==> src/rtl/rename_if.sv <==
// Rename-stage types and the decode/issue/commit bundle seen by the rename stage.
// The slave modport is the rename side; the master modport is its environment.
package rename_pkg;
    localparam int PRFSIZE      = 64;
    localparam int NPREG        = PRFSIZE;
    localparam int ARFSIZE      = 32;
    localparam int NAREG        = ARFSIZE;
    localparam int ID_BITS      = 32;
    localparam int PREG_ID_BITS = $clog2(NPREG);
    localparam int AREG_ID_BITS = $clog2(NAREG);

    typedef struct packed {
        logic [31:0]             pc;
        logic [AREG_ID_BITS-1:0] rs1;
        logic [AREG_ID_BITS-1:0] rs2;
        logic [AREG_ID_BITS-1:0] rd;
        logic                    rs1_valid;
        logic                    rs2_valid;
        logic                    rd_valid;
        logic [2:0]              fu;
        logic [3:0]              op;
        logic [31:0]             imm;
    } si_t;

    typedef struct packed {
        logic [ID_BITS-1:0]      id;
        logic [PREG_ID_BITS-1:0] prs1;
        logic [PREG_ID_BITS-1:0] prs2;
        logic                    prs1_renammed;
        logic                    prs2_renammed;
        logic [PREG_ID_BITS-1:0] prd;
        si_t                     si;
    } di_t;
endpackage

interface rename_if;
    rename_pkg::si_t                           si_i;
    logic                                      si_i_valid;
    logic                                      si_i_ready;
    rename_pkg::di_t                           di_o;
    logic                                      di_o_valid;
    logic                                      di_o_ready;
    logic                                      commit_valid_i;
    logic [rename_pkg::PREG_ID_BITS-1:0]       commit_prd_i;
    logic [rename_pkg::AREG_ID_BITS-1:0]       commit_ard_i;

    modport slave (
        input  si_i, si_i_valid, di_o_ready, commit_valid_i, commit_prd_i, commit_ard_i,
        output si_i_ready, di_o, di_o_valid
    );
    modport master (
        output si_i, si_i_valid, di_o_ready, commit_valid_i, commit_prd_i, commit_ard_i,
        input  si_i_ready, di_o, di_o_valid
    );
endinterface

==> src/rtl/rename.sv <==
// Rename stage: allocates destinations from a circular free list, maps sources through the
// rename table and returns registers on commit. Option: RENAME_FREELIST_BYPASS_EN.
module rename
    import rename_pkg::*;
(
    input  logic    clk,
    input  logic    rstn,
    rename_if.slave bus
);
    typedef struct packed {
        logic                    valid;
        logic [PREG_ID_BITS-1:0] prd;
    } map_t;

    localparam logic [PREG_ID_BITS:0] COUNT_FULL = (PREG_ID_BITS+1)'(NPREG);

    map_t                    map_q [NAREG];
    map_t                    map_d [NAREG];
    map_t                    map_clr_s [NAREG];
    logic [PREG_ID_BITS-1:0] fl_q [NPREG];
    logic [PREG_ID_BITS-1:0] fl_d [NPREG];
    logic [PREG_ID_BITS-1:0] head_q, head_d, tail_q, tail_d;
    logic [PREG_ID_BITS:0]   count_q, count_d;
    logic [ID_BITS-1:0]      id_q, id_d;
    di_t                     di_q, di_d;
    logic                    di_valid_q, di_valid_d;

    si_t                     si_s;
    logic                    need_alloc_s, byp_s, ready_s, accept_s, alloc_s;
    logic                    use_byp_s, take_head_s, free_ok_s, fl_write_s;
    logic [PREG_ID_BITS-1:0] alloc_prd_s;

    function automatic logic [PREG_ID_BITS-1:0] ptr_inc(input logic [PREG_ID_BITS-1:0] p);
        if (p == PREG_ID_BITS'(NPREG-1)) begin
            return '0;
        end else begin
            return p + PREG_ID_BITS'(1);
        end
    endfunction

    // Handshake and allocation decisions for this cycle.
    always_comb begin
        si_s         = bus.si_i;
        need_alloc_s = si_s.rd_valid && (si_s.rd != '0);
`ifdef RENAME_FREELIST_BYPASS_EN
        byp_s        = (count_q == '0) && bus.commit_valid_i;
`else
        byp_s        = 1'b0;
`endif
        ready_s      = (!di_valid_q || bus.di_o_ready) &&
                       (!need_alloc_s || (count_q != '0) || byp_s);
        accept_s     = bus.si_i_valid && ready_s;
        alloc_s      = accept_s && need_alloc_s;
        // An empty list can only allocate through the bypass, which consumes the commit directly.
        use_byp_s    = alloc_s && (count_q == '0);
        take_head_s  = alloc_s && !use_byp_s;
        free_ok_s    = bus.commit_valid_i && (count_q != COUNT_FULL);
        fl_write_s   = free_ok_s && !use_byp_s;
        alloc_prd_s  = use_byp_s ? bus.commit_prd_i : fl_q[head_q];
    end

    // Free-list FIFO pointers, storage and occupancy.
    always_comb begin
        fl_d   = fl_q;
        head_d = take_head_s ? ptr_inc(head_q) : head_q;
        if (fl_write_s) begin
            fl_d[tail_q] = bus.commit_prd_i;
            tail_d       = ptr_inc(tail_q);
        end else begin
            tail_d       = tail_q;
        end
        case ({fl_write_s, take_head_s})
            2'b10:   count_d = count_q + (PREG_ID_BITS+1)'(1);
            2'b01:   count_d = count_q - (PREG_ID_BITS+1)'(1);
            default: count_d = count_q;
        endcase
    end

    // Map table: commit clears a matching mapping, then a same-cycle rename write overrides it.
    always_comb begin
        map_clr_s = map_q;
        if (bus.commit_valid_i && (bus.commit_ard_i != '0) &&
            map_q[bus.commit_ard_i].valid && (map_q[bus.commit_ard_i].prd == bus.commit_prd_i)) begin
            map_clr_s[bus.commit_ard_i].valid = 1'b0;
        end else begin
            map_clr_s[bus.commit_ard_i] = map_q[bus.commit_ard_i];
        end
        map_d = map_clr_s;
        if (alloc_s) begin
            map_d[si_s.rd] = {1'b1, alloc_prd_s};
        end else begin
            map_d[si_s.rd] = map_clr_s[si_s.rd];
        end
    end

    // Output register: load on accept, drop when consumed, otherwise hold under backpressure.
    always_comb begin
        di_d       = di_q;
        di_valid_d = di_valid_q;
        id_d       = id_q;
        if (accept_s) begin
            di_valid_d         = 1'b1;
            di_d.id            = id_q;
            di_d.si            = si_s;
            di_d.prs1          = map_clr_s[si_s.rs1].prd;
            di_d.prs2          = map_clr_s[si_s.rs2].prd;
            di_d.prs1_renammed = si_s.rs1_valid && (si_s.rs1 != '0) && map_clr_s[si_s.rs1].valid;
            di_d.prs2_renammed = si_s.rs2_valid && (si_s.rs2 != '0) && map_clr_s[si_s.rs2].valid;
            di_d.prd           = alloc_s ? alloc_prd_s : '0;
            id_d               = id_q + ID_BITS'(1);
        end else if (bus.di_o_ready) begin
            di_valid_d = 1'b0;
        end else begin
            di_valid_d = di_valid_q;
        end
    end

    // State registers with synchronous active-low reset.
    always_ff @(posedge clk) begin
        if (!rstn) begin
            for (int i = 0; i < NAREG; i++) map_q[i] <= '0;
            for (int i = 0; i < NPREG; i++) fl_q[i] <= PREG_ID_BITS'(i);
            head_q     <= '0;
            tail_q     <= '0;
            count_q    <= COUNT_FULL;
            id_q       <= '0;
            di_q       <= '0;
            di_valid_q <= 1'b0;
        end else begin
            map_q      <= map_d;
            fl_q       <= fl_d;
            head_q     <= head_d;
            tail_q     <= tail_d;
            count_q    <= count_d;
            id_q       <= id_d;
            di_q       <= di_d;
            di_valid_q <= di_valid_d;
        end
    end

    assign bus.si_i_ready = ready_s;
    assign bus.di_o       = di_q;
    assign bus.di_o_valid = di_valid_q;

    rename_chk u_chk (
        .clk            (clk),
        .rstn           (rstn),
        .commit_valid_i (bus.commit_valid_i),
        .count_q        (count_q)
    );
endmodule

// Flags a commit that tries to free a register while the free list is already full.
module rename_chk
    import rename_pkg::*;
(
    input logic                    clk,
    input logic                    rstn,
    input logic                    commit_valid_i,
    input logic [PREG_ID_BITS:0]   count_q
);
    // Overflowing free is dropped by the datapath; report it here.
    always_ff @(posedge clk) begin
        if (rstn && commit_valid_i) begin
            assert (count_q != (PREG_ID_BITS+1)'(NPREG));
        end
    end
endmodule
==> src/flat_wrapper.sv <==
// flat-port wrapper written by rule: the top's interface ports become plain ports
module rename_flat import rename_pkg::*;
  (clk, rstn, bus_si_i, bus_si_i_valid, bus_di_o_ready, bus_commit_valid_i, bus_commit_prd_i, bus_commit_ard_i, bus_si_i_ready, bus_di_o, bus_di_o_valid);
  rename_if bus_i ();
  input  logic clk;
  input  logic rstn;
  input wire logic [$bits(bus_i.si_i)-1:0] bus_si_i;
  input wire logic [$bits(bus_i.si_i_valid)-1:0] bus_si_i_valid;
  input wire logic [$bits(bus_i.di_o_ready)-1:0] bus_di_o_ready;
  input wire logic [$bits(bus_i.commit_valid_i)-1:0] bus_commit_valid_i;
  input wire logic [$bits(bus_i.commit_prd_i)-1:0] bus_commit_prd_i;
  input wire logic [$bits(bus_i.commit_ard_i)-1:0] bus_commit_ard_i;
  output wire logic [$bits(bus_i.si_i_ready)-1:0] bus_si_i_ready;
  output wire logic [$bits(bus_i.di_o)-1:0] bus_di_o;
  output wire logic [$bits(bus_i.di_o_valid)-1:0] bus_di_o_valid;
  assign bus_i.si_i = bus_si_i;
  assign bus_i.si_i_valid = bus_si_i_valid;
  assign bus_i.di_o_ready = bus_di_o_ready;
  assign bus_i.commit_valid_i = bus_commit_valid_i;
  assign bus_i.commit_prd_i = bus_commit_prd_i;
  assign bus_i.commit_ard_i = bus_commit_ard_i;
  assign bus_si_i_ready = bus_i.si_i_ready;
  assign bus_di_o = bus_i.di_o;
  assign bus_di_o_valid = bus_i.di_o_valid;
  rename u_core (.clk(clk), .rstn(rstn), .bus(bus_i));
endmodule
==> config.mk <==
export PLATFORM = sky130hd
export DESIGN_NAME = rename_flat
export DESIGN_NICKNAME = d
export VERILOG_FILES = /design/src/rtl/rename_if.sv /design/src/rtl/rename.sv /design/src/flat_wrapper.sv
export SDC_FILE = /design/constraint.sdc
export NUM_CORES = 2
export LEC_CHECK = 0
export ABC_AREA = 1
export ABC_CLOCK_PERIOD_IN_PS = 4250
export CORE_MARGIN = 3
export CORE_UTILIZATION = 40
export CTS_BUF_LIST = sky130_fd_sc_hd__clkbuf_4
export CTS_CLUSTER_SIZE = 8
export DETAILED_ROUTE_END_ITERATION = 16
export PLACE_DENSITY_LB_ADDON = 0.12
export SYNTH_ARGS = -nofsm -noshare
export SYNTH_HDL_FRONTEND = slang
export SYNTH_SLANG_ARGS = --single-unit
==> constraint.sdc <==
create_clock -name clk -period 4.25 [get_ports clk]
set_clock_uncertainty 0.15 [all_clocks]
set_input_delay 1.275 -clock clk [delete_from_list [all_inputs] [get_ports clk]]
set_output_delay 1.275 -clock clk [all_outputs]
set_load 0.005 [all_outputs]
======== After elaboration in Yosys (flattened, before gate mapping) ========
Index checks and enable logic that the tools add are counted.
storage, ports and cells
  register bits after elaboration ......... 801
  word-level logic and storage cells ...... 243
  bits of input ports ..................... 105
cells by class
  order comparisons ....................... 9
  equality and inequality tests ........... 6
  reductions and logical operators ........ 31
  bitwise gates (word level) .............. 6
  add/subtract/negate cells ............... 5
  multiplexer cells ....................... 37
operators by type and width
  cell                   number
  $bwmux 224             4
  $mux 224               2
  $bwmux 384             1
  $bmux 7 s5             4
  $demux 7 s5            3
  $mux 7                 11
  $mux 6                 7
  $bmux 6 s6             1
  $demux 6 s6            1
  $add 32x1->32 const B  1
  $ge 6x6->1 const B     4
  $not 5->6              4
  $reduce_bool 5->1      4
  $logic_and 1x1->1      18
  $ge 7x7->1 const B     2
  $not 6->7              2
  $pmux 7 s2             1
  $add 6x1->6 const B    2
  $eq 6x6->1 const B     2
  $lt 6x1->1 const B     2
  $add 7x1->7 const B    1
  $logic_not 7->1        1
  $lt 7x1->1 const B     1
  $ne 7x7->1 const B     1
  9 further kinds        14

======== Longest topological paths before layout ========
  depth after elaboration ................. 12
  gate-level depth with buffers ........... 27
  depth with buffers taken out ............ 26

======== Worst setup path before layout ========
OpenSTA, ideal clock, no wires.
  path kind ............................... input port to flip-flop
  start point ............................. input bus_si_i[42]
  end point ............................... register u_core.count_q[6]
  setup slack ............................. -0.330 ns
  path buffers ............................ 2
  library setup time ...................... 0.123 ns
  stages on the path ...................... 26
  arrival ................................. 4.307 ns
  cells stage by stage .................... clkbuf_1 > nor2_4 > nand2_1 > nand4_1 > nand2_1 > inv_2 > nand2_2 > inv_2 > nand2_1 > inv_1 > nand2_1 > inv_1 > buf_2 > ha_1 > ha_1 > a21oi_1 > and2_1 > inv_1 > a21oi_1 > inv_1 > a21oi_1 > o21ai_0 > a21oi_1 > inv_1 > a21oi_1 > o21ai_0
on the way
  word-level cells in the longest chain between the ends .. 12
  elaborated cells between the ends (all ways) .. 15
RTL lines
  item                                                    line                source
  start, declared                                         flat_wrapper.sv:7   input wire logic [$bits(bus_i.si_i)-1:0] bus_si_i;
  $reduce_bool 5->1 *                                     rename.sv:44        need_alloc_s = si_s.rd_valid && (si_s.rd != '0);
  $logic_and 1x1->1 *                                     rename.sv:44
  $logic_not 1->1 *                                       rename.sv:51        (!need_alloc_s || (count_q != '0) || byp_s);
  $logic_or 1x1->1 *                                      rename.sv:51
  $logic_and 1x1->1 *                                     rename.sv:50        ready_s = (!di_valid_q || bus.di_o_ready) &&
  net bus_si_i_ready                                      flat_wrapper.sv:13  output wire logic [$bits(bus_i.si_i_ready)-1:0] bus_si_i_ready;
  $logic_and 1x1->1 *                                     rename.sv:52        accept_s = bus.si_i_valid && ready_s;
  $logic_and 1x1->1 *                                     rename.sv:53        alloc_s = accept_s && need_alloc_s;
  $logic_and 1x1->1                                       rename.sv:55        use_byp_s = alloc_s && (count_q == '0);
  $logic_not 1->1                                         rename.sv:56        take_head_s = alloc_s && !use_byp_s;
  $logic_and 1x1->1 *                                     rename.sv:56
  net u_core.take_head_s                                  rename.sv:30        logic use_byp_s, take_head_s, free_ok_s, fl_write_s;
  $eq 2x1->1 / $eq 2x2->1 (equally long branches)         rename.sv:72        case ({fl_write_s, take_head_s})
  $pmux 7 s2 / $reduce_bool 2->1 (equally long branches)  --
  end signal, assigned                                    rename.sv:134       count_q <= count_d;
  end, declared                                           rename.sv:23        logic [PREG_ID_BITS:0] count_q, count_d;
The timed path passes the listed nets; every way through them passes the cells marked *.
A chain may end at the register's enable or synchronous reset.

======== Worst setup path in the final report ========
  start point ............................. input bus_si_i[45]
  end point ............................... output bus_si_i_ready
on the way
  word-level cells in the longest chain between the ends .. 5
RTL lines
  item               line
  $reduce_bool 5->1  rename.sv:44
  $logic_and 1x1->1  rename.sv:44
  $logic_not 1->1    rename.sv:51
  $logic_or 1x1->1   rename.sv:51
  $logic_and 1x1->1  rename.sv:50
  end, declared      flat_wrapper.sv:13
Every way passes these cells.

==> out/metrics.yaml <==
gp_congestion: 1.016
clkLatencyLatePin_ns: 1.19
fp-row-count: 117
area_growth_syn_to_layout_pct: 24.55
gr-total-overflow: 0
cts_sinks: 801
fin_cells: 8265
drtPass1Iterations: 11
critPathTopFamily: "buffers and inverters"
clockBufferDepth: 3
die_width_um: 326.8
post_drt_via_cell_ratio: 5.653
synth-seq-cells: 801
p_leak_nw: 22.00
min_period_ns: 4.174
violations: "capacitance limit, slew limit"
syn_nets: 6279
hold_class: "reg2reg"
relSlewSlack: -0.03102
setup_ws_ns: 0.07641
die_area_mm2: 0.1068
cts-root-buf: "clkbuf_4"
clk_pin_slew_worst_paths_ns: 0.05
dp_slack_ns: -0.6559
synth_area_mm2: 0.04117
wl_per_cell_um: 21.59
crit_path_start_kind: "primary input"
fin_setup_tns_ns: 0
setup_violations: 0
cts_tree: "built"
yosys.area.top_type: "dfxtp_1"
critPathSlowestCell: "clkdlybuf4s50_1"
worst-endpoint-required_ns: 2.82
synth.distinct_cells: 50
portBuffers: 247
grt_pass1_vias: 43811
cts_buffers: 225
syn_area_per_cell_um2: 6.678
maxCapViolCount: 1
drc: 0
async_flop_share: 0
postCtsHoldBufs: 0
ys_seq_area_frac: 0.3895
syn_inst: 6164
die_h_um: 326.8
nets: 6821
io_pins: 248
dp_hpwl_mm: 121.3
cp_cell_sequence: "clkdlybuf4s50_1 -> nor2_4 -> inv_2 -> nor2_4 -> nand2_2 -> nand4_1 -> nand2_1 -> inv_2 -> buf_4 -> buf_2"
place_inst: 7847
yosys.area.top_type_share: 0.3895
yosysWarnings: 0
grt_pass1_wl_mm: 268.0
critPathMaxStageDelay_ns: 0.57
synth-main-ff-cell: "dfxtp_1"
synth_common_cells: "1294 x nand2_1, 801 x dfxtp_1, 783 x o21ai_0"
grt.total_usage: 0.3226
hold_viol_final: 0
synth_area_leaders: "dfxtp_1 39%, nand2_1 12%, o21ai_0 9.5%"
start_util: 0.4040
end_kind: "output pin"
synth.most_common_cell: "nand2_1"
worstSetupPathType: "in2out"
post-route-period-util: 0.9820
powerDensity_mw_per_mm2: 354.4
vias: 46723
worstPathMaxFanout: 2
core_area_mm2: 0.1019
timing.critical_path.buf_inv: 5
postRouteAntennaNets: 0
outcome: "complete, but fails checks"
vdd_drop_max_mv: 0.2734
grt_max_degree: 180
drtIter0Drc: 5382
synth-edff-count: 0
critical_path_arrival_ns: 2.75
rsz0062_at_grt: "false"
fmax_mhz: 239.6
worst_slew_pin_slew_ns: 1.541
antenna_found_initial: 8
total_power_mw: 18.17
wl_mm: 178.5
post-cts-setup-buffers: 0
h-tree-depth: 4
drive_above_1_share: 0.1345
slew_violations: 8
-- area by class of cell --
class	instances	area, um^2
fillers	10561	50620
flip-flops and latches	801	16040
diodes	12	30.03
repair buffers	762	7119
clock inverters	67	411.6
multi-input cells	4267	20960
clock buffers	339	2545
well taps	1368	1712
inverters	649	2446
-- cells by family (layout without fill, tap and decap cells) --
kind of cell	after synthesis	count (layout)	synth area share
compound gates	2018	2018	0.2849
xor+xnor	5	5	0.001064
fa+ha+maj	10	10	0.003222
buf+inv	1096	1817	0.1024
flops	801	801	0.3895
other cells	0	12	0
simple gates	2234	2234	0.2188
-- metal layers --
layer / part of all wire / global-route usage / vias up / wire length (um)
met5: 0.000090 / 0 / - / 16
met4: 0.059 / 0.1836 / 2 / 10540
met3: 0.091 / 0.06578 / 581 / 16240
met2: 0.44 / 0.4981 / 2461 / 77680
met1: 0.41 / 0.4189 / 21471 / 73990
li1: - / - / 22208 / -
-- final timing paths --
| check | slack, ns | depth (start not counted) | from | to |
|---|---|---|---|---|
| setup / recovery | 0.08 | 10 | bus_si_i[45] | bus_si_i_ready |
| hold / removal | 0.28 | 2 | u_core.map_q[217] | u_core.map_q[217] |
| setup reg to reg | 0.54 | 13 | u_core.head_q[1] | u_core.map_q[156] |
| hold reg to reg | 0.28 | 2 | u_core.map_q[217] | u_core.map_q[217] |
-- cells in the final DEF (no fill, tap or decap), drive strengths merged, types with 240 or more instances in the layout --
master / n
nand2: 1296
dfxtp: 801
o21ai: 786
inv: 637
a21oi: 561
buf: 522
nor2: 509
nand3: 346
clkbuf: 339
o211ai: 293
clkdlybuf4s50: 240
-- worst register-to-register path, cell delays in order, from the launching register on --
cell	delay, ns
dfxtp_4	0.59
inv_2	0.21
buf_12	0.26
o21ai_0	0.23
o22ai_1	0.17
o21ai_0	0.17
o221ai_1	0.37
o21ai_0	0.22
o22ai_1	0.40
nand2_1	0.22
buf_12	0.22
o22ai_1	0.26
o21ai_0	0.11
inv_1	0.08
-- where the power goes --
| part | leakage [nW] | switching (mW) | internal, mW |
|---|---|---|---|
| clock network | 1.75 | 3.54 | 3.88 |
| registers | 6.49 | 0.172 | 7.70 |
| logic | 13.8 | 1.85 | 1.02 |
-- per-stage QoR --
stage	utilization	hold slack (ns)	cell area, um^2
6_report	0.5032	0.2833	51270
5_1_grt	0.5031	0.3016	51260
4_1_cts	0.5028	0.2775	51230
3_5_place_dp	0.4738	0.2692	48280
3_3_place_gp	0.4738	0.2663	48280
2_1_floorplan	-	0.2571	41190
-- state kept, by name, summed over array words and instances (netlist names) --
register               cells
u_core.map_q             224
u_core.bus.di_o_valid      1
u_core.bus.di_o          141
u_core.id_q               32
u_core.fl_q              384
u_core.tail_q              6
u_core.head_q              6
u_core.count_q             7
-- repair_timing --
item,4_1_cts,5_1_grt
endpoints found under the setup margin,1,1
pin swaps,1,0
gates resized for setup,5,3
No activity file was read; power rests on OpenSTA's default activity.
